--- config.mk ---
export PLATFORM = sky130hd
export DESIGN_NAME = vec_alu_exec
export DESIGN_NICKNAME = d
export VERILOG_FILES = /design/src/rtl/vec_pkg.sv /design/src/rtl/lane_divider.sv /design/src/rtl/vec_alu_exec.sv
export SDC_FILE = /design/constraint.sdc
export NUM_CORES = 1
export LEC_CHECK = 0
export ABC_AREA = 1
export BUFFER_PORTS_ARGS = -buffer_cell sky130_fd_sc_hd__buf_2
export CAP_MARGIN = 5
export CORE_MARGIN = 2
export CORE_UTILIZATION = 40
export DETAILED_ROUTE_END_ITERATION = 8
export SYNTH_ARGS = -nofsm -noshare
export SYNTH_HDL_FRONTEND = slang
export SYNTH_HIERARCHICAL = 1
export SYNTH_SLANG_ARGS = --single-unit
export TNS_END_PERCENT = 100
--- constraint.sdc ---
create_clock -name clk -period 1.75 [get_ports clk]
set_input_delay 0.175 -clock clk [delete_from_list [all_inputs] [get_ports clk]]
set_output_delay 0.175 -clock clk [all_outputs]
set_load 0.005 [all_outputs]
--- src/rtl/vec_pkg.sv ---
// Shared definitions for the vector ASIP: ALU control codes, execute-stage states
// and default lane geometry.
package vec_pkg;

   localparam int unsigned VEC_LANES = 4;
   localparam int unsigned VEC_W     = 8;

   // Encodings shared with the decoder; 3'b110/3'b111 are treated as NOP.
   typedef enum logic [2:0] {
      OP_NOP  = 3'b000,
      OP_PASS = 3'b001,
      OP_ADD  = 3'b010,
      OP_SUB  = 3'b011,
      OP_MUL  = 3'b100,
      OP_DIV  = 3'b101
   } alu_op_t;

   typedef enum logic [1:0] {
      ST_IDLE = 2'd0,
      ST_DIV  = 2'd1,
      ST_HOLD = 2'd2
   } exec_state_t;

endpackage

--- src/rtl/lane_divider.sv ---
// Single-lane restoring divider: one quotient bit per cycle, W cycles after start.
// A zero divisor saturates the quotient to all ones.
module lane_divider
   import vec_pkg::*;
#(
   parameter int unsigned W = VEC_W
) (
   input  logic         clk,
   input  logic         rst_n,
   input  logic         start,
   input  logic [W-1:0] a,
   input  logic [W-1:0] b,
   output logic         done,
   output logic [W-1:0] quo
);

   localparam int unsigned CW = (W > 1) ? $clog2(W) : 1;

   logic          active_q, active_d;
   logic [CW-1:0] cnt_q, cnt_d;
   logic [W-1:0]  rem_q, rem_d;
   logic [W-1:0]  quo_q, quo_d;
   logic [W-1:0]  div_q, div_d;

   logic [W:0]    rem_sh;
   logic          ge;
   logic [W-1:0]  quo_step;
   logic [W-1:0]  rem_step;

   always_comb begin
      // quo_q starts as the dividend and shifts out MSB-first as quotient bits shift in
      rem_sh   = {rem_q, quo_q[W-1]};
      ge       = rem_sh >= {1'b0, div_q};
      quo_step = {quo_q[W-2:0], ge};
      rem_step = ge ? (rem_sh[W-1:0] - div_q) : rem_sh[W-1:0];

      done = active_q && (cnt_q == CW'(W - 1));
      quo  = (div_q == '0) ? '1 : quo_step;

      active_d = active_q;
      cnt_d    = cnt_q;
      rem_d    = rem_q;
      quo_d    = quo_q;
      div_d    = div_q;
      if (start) begin
         active_d = 1'b1;
         cnt_d    = '0;
         rem_d    = '0;
         quo_d    = a;
         div_d    = b;
      end else if (active_q) begin
         rem_d = rem_step;
         quo_d = quo_step;
         cnt_d = cnt_q + 1'b1;
         if (done) active_d = 1'b0;
      end
   end

   always_ff @(posedge clk or negedge rst_n) begin
      if (!rst_n) begin
         active_q <= 1'b0;
         cnt_q    <= '0;
         rem_q    <= '0;
         quo_q    <= '0;
         div_q    <= '0;
      end else begin
         active_q <= active_d;
         cnt_q    <= cnt_d;
         rem_q    <= rem_d;
         quo_q    <= quo_d;
         div_q    <= div_d;
      end
   end

endmodule

--- src/rtl/vec_alu_exec.sv ---
// Vector ASIP execute stage: lane-wise pass / saturating add-sub / normalised
// multiply in one cycle, iterative divide over W cycles, valid/ready on both sides.
module vec_alu_exec
   import vec_pkg::*;
#(
   parameter int unsigned LANES = VEC_LANES,
   parameter int unsigned W     = VEC_W
) (
   input  logic               clk,
   input  logic               rst_n,
   input  logic               in_valid,
   output logic               in_ready,
   input  logic [2:0]         alu_op,
   input  logic [LANES*W-1:0] op_a,
   input  logic [LANES*W-1:0] op_b,
   output logic               out_valid,
   input  logic               out_ready,
   output logic [LANES*W-1:0] result,
   output logic               busy
);

   exec_state_t        state_q, state_d;
   logic [LANES*W-1:0] result_q, result_d;
   logic [LANES*W-1:0] alu_res;
   logic [LANES*W-1:0] div_quo;
   logic [LANES-1:0]   div_done;
   logic               accept;
   logic               div_start;

   assign in_ready  = (state_q == ST_IDLE) || ((state_q == ST_HOLD) && out_ready);
   assign accept    = in_valid && in_ready;
   assign div_start = accept && (alu_op == OP_DIV);

   for (genvar i = 0; i < LANES; i++) begin : g_lane
      logic [W-1:0]   a, b, lane_res;
      logic [W:0]     sum;
      logic [2*W:0]   prod, norm;

      always_comb begin
         a    = op_a[i*W +: W];
         b    = op_b[i*W +: W];
         sum  = {1'b0, a} + {1'b0, b};
         // rounded a*b/(2^W-1) without a divider
         prod = ({{(W+1){1'b0}}, a} * {{(W+1){1'b0}}, b}) + ((2*W+1)'(1) << (W - 1));
         norm = prod + (prod >> W);
         case (alu_op)
            OP_PASS: lane_res = a;
            OP_ADD:  lane_res = sum[W] ? '1 : sum[W-1:0];
            OP_SUB:  lane_res = (a > b) ? (a - b) : '0;
            OP_MUL:  lane_res = norm[W +: W];
            default: lane_res = '0;
         endcase
      end

      assign alu_res[i*W +: W] = lane_res;

      lane_divider #(.W(W)) u_div (
         .clk   (clk),
         .rst_n (rst_n),
         .start (div_start),
         .a     (a),
         .b     (b),
         .done  (div_done[i]),
         .quo   (div_quo[i*W +: W])
      );
   end

   always_comb begin
      state_d  = state_q;
      result_d = result_q;
      case (state_q)
         ST_IDLE, ST_HOLD: begin
            if (accept) begin
               case (alu_op)
                  OP_PASS, OP_ADD, OP_SUB, OP_MUL: begin
                     result_d = alu_res;
                     state_d  = ST_HOLD;
                  end
                  OP_DIV:  state_d = ST_DIV;
                  default: state_d = ST_IDLE;
               endcase
            end else if ((state_q == ST_HOLD) && out_ready) begin
               state_d = ST_IDLE;
            end
         end
         ST_DIV: begin
            if (&div_done) begin
               result_d = div_quo;
               state_d  = ST_HOLD;
            end
         end
         default: state_d = ST_IDLE;
      endcase
   end

   always_ff @(posedge clk or negedge rst_n) begin
      if (!rst_n) begin
         state_q  <= ST_IDLE;
         result_q <= '0;
      end else begin
         state_q  <= state_d;
         result_q <= result_d;
      end
   end

   assign out_valid = (state_q == ST_HOLD);
   assign busy      = (state_q == ST_DIV);
   assign result    = result_q;

endmodule

==> results.toml, run 1 <==
[sta]
relSlewSlack_pct = 68.3
rsz0062_at_grt = "yes"
fin_skew_ps = 9.11
clock.fmax_ghz = 0.216
slew_viol_final = 0
setup_slack_ps = -2870
worst_pin_slew_ps = 472
hold_viol_final = 0
fin_crit_ps = 4620
fin_crit_sh_pct = 264
setup_viol = 32

[detailed_routing]
vias_per_cell = 4.89
drc_errors = 0
dr_total_vias = 25500
first_iter_violations = 1312
wl_per_cell_um = 15.0
routed_wl_mm = 77.9
antenna_left = 0
dr.pass1.iters = 5

[setup_path]
cp.required_ps = 2120
worstSetupPathType = "input port to flop"
startpoint_type = "input port"
path_max_fanout = 7
crit_top_cell = "nand2_1"
slowest_stage = "fa_1"
worst_path_largest_cell_delay_ps = 570
arrival_ps = 5000
cp-end-kind = "flop"

[global_route]
grt_pass1_wl_mm = 125
grt_overflow = 0
antenna_found_initial = 2
grt_usage_pct = 24.4
grt_pass1_vias = 25300
grt_max_degree = 40

[final_layout]
fin_util_pct = 58.5
finalNetCount = 4945
n_antenna_cell = 0
fill_cells = 5590
area_delta_synth_final_pct = 45.1
drive_gt1_share_pct = 35.2

[flow_run]
drv_cap = 0

[clocking]
root_buffer = "clkbuf_16"
cts_sinks = 146
cts_made_buffers = 17
cts_buffer_depth = 2
tritoncts = "built"
clkLatencyLatePin_ps = 440
cts_max_level = 4
clk_pin_slew_ps = 60

[synthesis]
syn_avg_cell_area_um2 = 6.67
synthTopCellsByArea = "nand2_1, ha_1, dfrtp_1"
netlist_area_um2 = 24300
syn_inst = 3636
yosysUniqueCellTypes = 61
ys_seq_elements = 146
synth_most_common_cell = "nand2_1"
synth_commonest_cells = "nand2_1, inv_1, ha_1"
synth_top_area_share_pct = 16.2
yosys.area.top_type = "nand2_1"
synthArstFlopShare_pct = 100
synth_ff_type = "dfrtp_1"
ys_warn_count = 6
synth-edff-count = 0
syn-num-nets = 4168
seq_area_frac_synth_pct = 15.1

[power]
pwr-share-comb_pct = 84.8
p_int_mw = 33.7
p_seq_share_pct = 9.4
switching_share_pct = 48.4
netSwitchingPower_mw = 31.6
p_per_area_nw_per_um2 = 1860
power_leakage_nw = 19.7
vdd_ir_drop_max_mv = 1.07
p_clk_share_pct = 5.8

[floorplanning]
rows = 90
die_area_um2 = 62600
die_x_um = 250
coreArea_um2 = 60100
die_h_um = 250
start_util_pct = 40.3
io_pins = 106

[placed_design]
post-place-ws_ps = -3410
dpl.hpwl_mm = 61.1
numPortBuffers = 105
gp_congestion = 0.922

[outcome]
outcome = "finished with violations"
violations = "negative setup slack"

[worst_hold_path]
hold_class = "input port to flop"
critical path, delay by kind of cell:
kind	cells	cell delay [ps]
buf+inv	5	750
fa+ha+maj	7	2670
compound gates	3	370
xor+xnor	1	190
simple gates	9	850
per-stage QoR:
stage          cells  total power [mW]  setup TNS [ps]  hold slack [ps]  area (um^2)
3_5_place_dp    5040              48.7         -108810              135        30800
4_1_cts         5152              58.4          -86050             83.6        33300
6_report        5207              65.3          -87630             79.2        35200
3_3_place_gp    5040              48.2         -107600              130        30800
2_1_floorplan   3636              32.4          -89760             -121        25300
5_1_grt         5207              71.1          -96050             96.0        35200
layout by cell type, fill, tap and decap left out, drive strengths merged, types with 96 or more instances in the layout:
cell      n
inv     798
fa      160
ha      301
dfrtp   146
o21ai    96
nand3   274
a21oi   185
nand2  1116
buf     855
nor2    177
per-layer routing:
metal	up-vias	wire length, um	global-route usage [%]
li1	12900	-	-
met1	12000	35400	32.3
met2	489	37900	42.1
met3	115	2980	2.93
met4	4	1640	6.31
met5	-	26	0
sequential cells by signal, indices dropped and copies added (netlist names):
| register | flops |
|---|---|
| g_lane.u_div/active_q | 4 |
| result | 32 |
| g_lane.u_div/quo_q | 32 |
| state_q | 2 |
| g_lane.u_div/rem_q | 32 |
| g_lane.u_div/cnt_q | 12 |
| g_lane.u_div/div_q | 32 |
worst paths after layout:
path                                                       from                              endpoint  slack, ps  depth (start not counted)
max                                                    op_b[29]                result[24]$_DFFE_PN0P_      -2870                         25
min                                                     op_b[2]  g_lane[0].u_div/div_q[2]$_DFFE_PN0P_         80                          4
max reg2reg                g_lane[3].u_div/cnt_q[0]$_DFFE_PN0P_                 result[5]$_DFFE_PN0P_       -410                         11
min reg2reg                g_lane[1].u_div/quo_q[6]$_DFFE_PN0P_  g_lane[1].u_div/quo_q[6]$_DFFE_PN0P_        510                          2
max in group asynchronous                                 rst_n  g_lane[0].u_div/rem_q[5]$_DFFE_PN0P_        910                          3
min in group asynchronous                                 rst_n                result[18]$_DFFE_PN0P_        230                          2
power by group through the flow:
| stage | clock network, mW | logic [mW] | registers (mW) |
|---|---|---|---|
| 2_1_floorplan | 0 | 26.6 | 5.79 |
| 3_3_place_gp | 0 | 42.2 | 6.00 |
| 3_5_place_dp | 0 | 42.6 | 6.03 |
| 4_1_cts | 3.86 | 48.5 | 6.06 |
| 5_1_grt | 3.99 | 60.8 | 6.32 |
| 6_report | 3.80 | 55.4 | 6.15 |
timing repair:
action	in CTS	in global routing
cloned	3	6
setup buffers	78	55
resized for setup	328	386
hold endpoints to repair	33	0
hold buffers	2	0
setup endpoints to repair	117	146
pin swaps	184	217
kinds of logic after synthesis:
family	Yosys count	synth area share (%)
buffers and inverters	904	14.2
DFF	146	15.1
adders and majority gates	461	28.7
AOI/OAI and AO/OA	367	9.09
xor gates and xnor gates	49	1.83
and+or+nand+nor	1709	31.1
area by class of cell:
class | instances | area (um^2) | area share [%]
Multi-Input combinational cell | 2589 | 19700 | 56.1
Timing Repair Buffer | 861 | 7200 | 20.5
Sequential cell | 146 | 3660 | 10.4
Inverter | 798 | 3030 | 8.60
Tap cell | 782 | 978 | 2.78
Clock buffer | 22 | 464 | 1.32
Clock inverter | 9 | 130 | 0.370
(Power assumes the default switching activity.)
==> inputs of run 2 (changes only) <==
- clock period: 1.75 -> 5.6 ns (I/O delays scaled with it)
==> results.toml, run 2 (same netlist as run 1, synthesis figures left out) <==
[placed_design]
numPortBuffers = 105
dpl.hpwl_mm = 56.9
placed_area_um2 = 27100
placed_cells = 4653
gp_congestion = 0.935
post-place-ws_ps = -177

[setup_path]
cp-end-kind = "flop"
cp_num_buf_inv = 5
worst_path_largest_cell_delay_ps = 560
r2r-start = "state_q[1]$_DFFE_PN0P_"
rrSetupSlack_ps = 2900
timing.rr.end = "g_lane[3].u_div/quo_q[1]$_DFFE_PN0P_"
worstSetupPathType = "input port to flop"
critical-path-top-delay-family = "adder cells"
cp.required_ps = 5950
path_max_fanout = 9
arrival_ps = 5680
reg2reg_depth = 8
crit_top_cell = "nand2_1"
slowest_stage = "fa_1"
startpoint_type = "input port"

[global_route]
antenna_found_initial = 4
grt_overflow = 0
grt_pass1_vias = 22400
grt_max_degree = 70
grt_usage_pct = 22.2
grt_pass1_wl_mm = 114

[final_layout]
fill_cells = 6298
finalNetCount = 4422
area_delta_synth_final_pct = 14.4
final_cells = 4687
stdcell_area_um2 = 27800
final_cell_mix = "nand2_1, inv_1, ha_1, nand3_1, buf_4"
drive_gt1_share_pct = 13.5
mostFrequentLayoutCell = "nand2_1"

[clocking]
root_buffer = "clkbuf_16"
cts_hold_buffers = 0
cts_sinks = 146
tritoncts = "built"
cts_setup_buffers = 0
cts_max_level = 4
clkLatencyLatePin_ps = 440
cts_buffer_depth = 2
cts_made_buffers = 17
clk_pin_slew_ps = 70

[sta]
slew_viol_final = 0
fin_setup_tns_ps = 0
setup_slack_ps = 269
clock.fmax_ghz = 0.188
hold_viol_final = 0
fin_crit_ps = 5330
relSlewSlack_pct = 32.1
fin_skew_ps = 13.2
rsz0062_at_grt = "yes"
hold_slack_ps = 113
setup_viol = 0
fin_crit_sh_pct = 95.2
worst_pin_slew_ps = 1020

[detailed_routing]
dr.pass1.iters = 5
antenna_left = 0
drc_errors = 0
routed_wl_mm = 68.1
wl_per_cell_um = 14.5
first_iter_violations = 1351
wl_met3_mm = 3.55
wl_met1_mm = 33.1
wl_met2_mm = 30.5
dr_total_vias = 23000
top_layer_used = "met5"
vias_per_cell = 4.91

[power]
p_clk_share_pct = 7.9
p_per_area_nw_per_um2 = 513
p_int_mw = 6.72
p_seq_share_pct = 13.2
switching_share_pct = 52.8
netSwitchingPower_mw = 7.53
power_leakage_nw = 16.6
pwr-share-comb_pct = 78.9
vdd_ir_drop_max_mv = 0.270

[floorplanning]
io_pins = 106
rows = 90
coreArea_um2 = 60100
die_area_um2 = 62600
die_x_um = 250
start_util_pct = 40.3
die_h_um = 250

[flow_run]
drv_cap = 0

[worst_hold_path]
hold_class = "input port to async pin"

[outcome]
outcome = "completed"
run 2: per-layer routing:
metal,global-route usage [%],vias up
li1,-,11800
met1,31.4,10700
met2,35.9,459
met3,3.26,73
met4,4.28,6
met5,0,-
run 2: layout make-up:
type,instances,area (um^2),area share [%]
tap,782,978,3.52
inverter,798,3000,10.8
clock inverter,15,145,0.523
multi-input combinational,2586,17200,62.1
sequential,146,3650,13.2
antenna,2,5.00,0.0180
clock buffer,17,425,1.53
timing repair buffer,341,2320,8.34
run 2: what timing repair did:
item,CTS,global route
endpoints found under the setup margin,0,10
gates resized for setup,0,11
endpoints found under the hold margin,0,0
run 2: worst max-delay path by stage:
stage	from	to	cells after the start
after detailed placement	op_a[4]	result[3]$_DFFE_PN0P_	32
final	op_a[4]	result[1]$_DFFE_PN0P_	30
after global routing	op_a[4]	result[3]$_DFFE_PN0P_	30
after floorplan	op_a[2]	result[1]$_DFFE_PN0P_	29
after global placement	op_a[4]	result[3]$_DFFE_PN0P_	32
after CTS	op_a[4]	result[3]$_DFFE_PN0P_	32
run 2: power by group through the flow:
stage / clock network, mW / registers (mW) / logic, mW
2_1_floorplan: 0 / 1.81 / 7.66
3_3_place_gp: 0 / 1.89 / 11.0
3_5_place_dp: 0 / 1.90 / 11.1
4_1_cts: 1.15 / 1.88 / 11.2
5_1_grt: 1.19 / 1.95 / 12.8
6_report: 1.13 / 1.88 / 11.2
run 2: metrics by stage:
step	total power, mW	util, %
floorplan	9.47	-
global placement	12.9	45.1
detailed placement	13.0	45.1
CTS	14.2	46.1
global route	15.9	46.2
finish	14.2	46.2
==> inputs of run 3 (changes only) <==
- CORE_MARGIN: 2 -> unset
- PLACE_DENSITY: unset -> 0.6
==> results.toml, run 3 (same netlist as run 1, synthesis figures left out) <==
[outcome]
outcome = "completed"

[setup_path]
worst_path_largest_cell_delay_ps = 520
startpoint_type = "input port"
slowest_stage = "fa_1"
cp_num_buf_inv = 7
cp-end-kind = "flop"
arrival_ps = 5600
worstSetupPathType = "input port to flop"
cp.required_ps = 5970
critical-path-top-delay-family = "adder cells"
crit_top_cell = "nand2_1"
path_max_fanout = 5

[global_route]
grt_pass1_vias = 22300
grt_usage_pct = 22.8
grt_max_degree = 102
grt_overflow = 0
gr-usage-met3_pct = 3.28
grtUsageMet2_pct = 36.6
antenna_found_initial = 3
grt_pass1_wl_mm = 113
grt_use_met1_pct = 32.2
busiest_layer = "met2"

[final_layout]
area_delta_synth_final_pct = 13.9
fill_cells = 6250
final_cell_mix = "nand2_1, inv_1, ha_1, nand3_1, buf_4"
finalNetCount = 4403
drive_gt1_share_pct = 13.2
stdcell_area_um2 = 27600
n_antenna_cell = 0
mostFrequentLayoutCell = "nand2_1"
final_cells = 4657
register_area_um2 = 3650
multi_input_area_um2 = 17300

[sta]
rsz0062_at_grt = "yes"
fin_crit_sh_pct = 93.4
slew_viol_final = 0
setup_viol = 0
fin_skew_ps = 11.3
relSlewSlack_pct = 31.9
fin_crit_ps = 5230
hold_viol_final = 0
clock.fmax_ghz = 0.191
worst_pin_slew_ps = 1020

[detailed_routing]
drc_errors = 0
dr.pass1.iters = 8
vias_per_cell = 4.93
wl_per_cell_um = 14.7
dr_total_vias = 23000
routed_wl_mm = 68.4
antenna_left = 0
first_iter_violations = 1382

[floorplanning]
coreArea_um2 = 59500
rows = 89
die_x_um = 248
die_area_um2 = 61600
io_pins = 106
start_util_pct = 40.8
die_h_um = 248

[clocking]
cts_sinks = 146
tritoncts = "built"
clkLatencyLatePin_ps = 440
cts_setup_buffers = 0
clk_pin_slew_ps = 70
root_buffer = "clkbuf_16"
cts_max_level = 4
cts_made_buffers = 17
cts_buffer_depth = 2

[power]
total_power_mw = 14.2
p_seq_share_pct = 13.3
p_per_area_nw_per_um2 = 515
power_leakage_nw = 16.5
p_clk_share_pct = 8.2
vdd_ir_drop_max_mv = 0.286
switching_share_pct = 53.0
netSwitchingPower_mw = 7.54
pwr-share-comb_pct = 78.4
p_int_mw = 6.69

[flow_run]
drv_cap = 0

[worst_hold_path]
hold_class = "input port to async pin"

[placed_design]
placed_cells = 4625
dpl.hpwl_mm = 57.2
gp_congestion = 0.936
placed_area_um2 = 27000
numPortBuffers = 105
==> run 3: path summary, 6_finish.rpt <==
path / end / slack, ps / start / depth (start not counted)
setup / recovery: result[31]$_DFFE_PN0P_ / 370 / op_a[28] / 31
hold / removal: result[31]$_DFFE_PN0P_ / 200 / rst_n / 1
setup reg to reg: g_lane[3].u_div/quo_q[5]$_DFFE_PN0P_ / 2880 / state_q[1]$_DFFE_PN0P_ / 8
hold reg to reg: g_lane[3].u_div/cnt_q[0]$_DFFE_PN0P_ / 500 / g_lane[3].u_div/cnt_q[0]$_DFFE_PN0P_ / 1
max in group asynchronous: g_lane[2].u_div/rem_q[4]$_DFFE_PN0P_ / 4130 / rst_n / 2
min in group clk: state_q[1]$_DFFE_PN0P_ / 390 / out_ready / 4
==> run 3: layout make-up <==
cell class	instances	share of cell area (%)
multi-input cells	2586	62.4
clock inverters	14	0.557
inverters	798	10.8
flip-flops and latches	146	13.2
well taps	773	3.50
clock buffers	18	1.59
repair buffers	322	7.86
==> run 3: power groups by stage <==
stage | logic, mW | registers, mW | clock network, mW
3_3_place_gp | 11.0 | 1.91 | 0
2_1_floorplan | 7.66 | 1.81 | 0
3_5_place_dp | 11.0 | 1.91 | 0
4_1_cts | 11.1 | 1.90 | 1.19
6_report | 11.2 | 1.90 | 1.17
5_1_grt | 12.7 | 1.96 | 1.24
==> run 3: metrics by stage <==
step	util, %	setup TNS [ps]	worst slack [ps]	hold slack [ps]
floorplan	-	0	209	264
global route	46.5	-10.8	-10.8	288
global placement	45.4	-966	-143	492
detailed placement	45.4	-1360	-152	492
finish	46.5	0	372	199
CTS	46.4	0	272	279
==> run 3: timing repair <==
| item | in CTS | in global routing |
|---|---|---|
| hold buffers | 0 | 0 |
| setup endpoints to repair | 0 | 11 |
| gates resized for setup | 0 | 12 |
==> run 3: worst reg2reg max path, delay by kind of cell, from the launching register on <==
family,cells,cell delay [ps]
buffers and inverters,3,1370
and+or+nand+nor,3,420
AOI/OAI and AO/OA,2,370
DFF,1,420
==> run 3: per-layer routing <==
metal  part of all wire, %  routed length, um
met1                    48              33100
met4                   1.5                998
met3                   5.2               3570
met2                    45              30700
met5                 0.060                 41
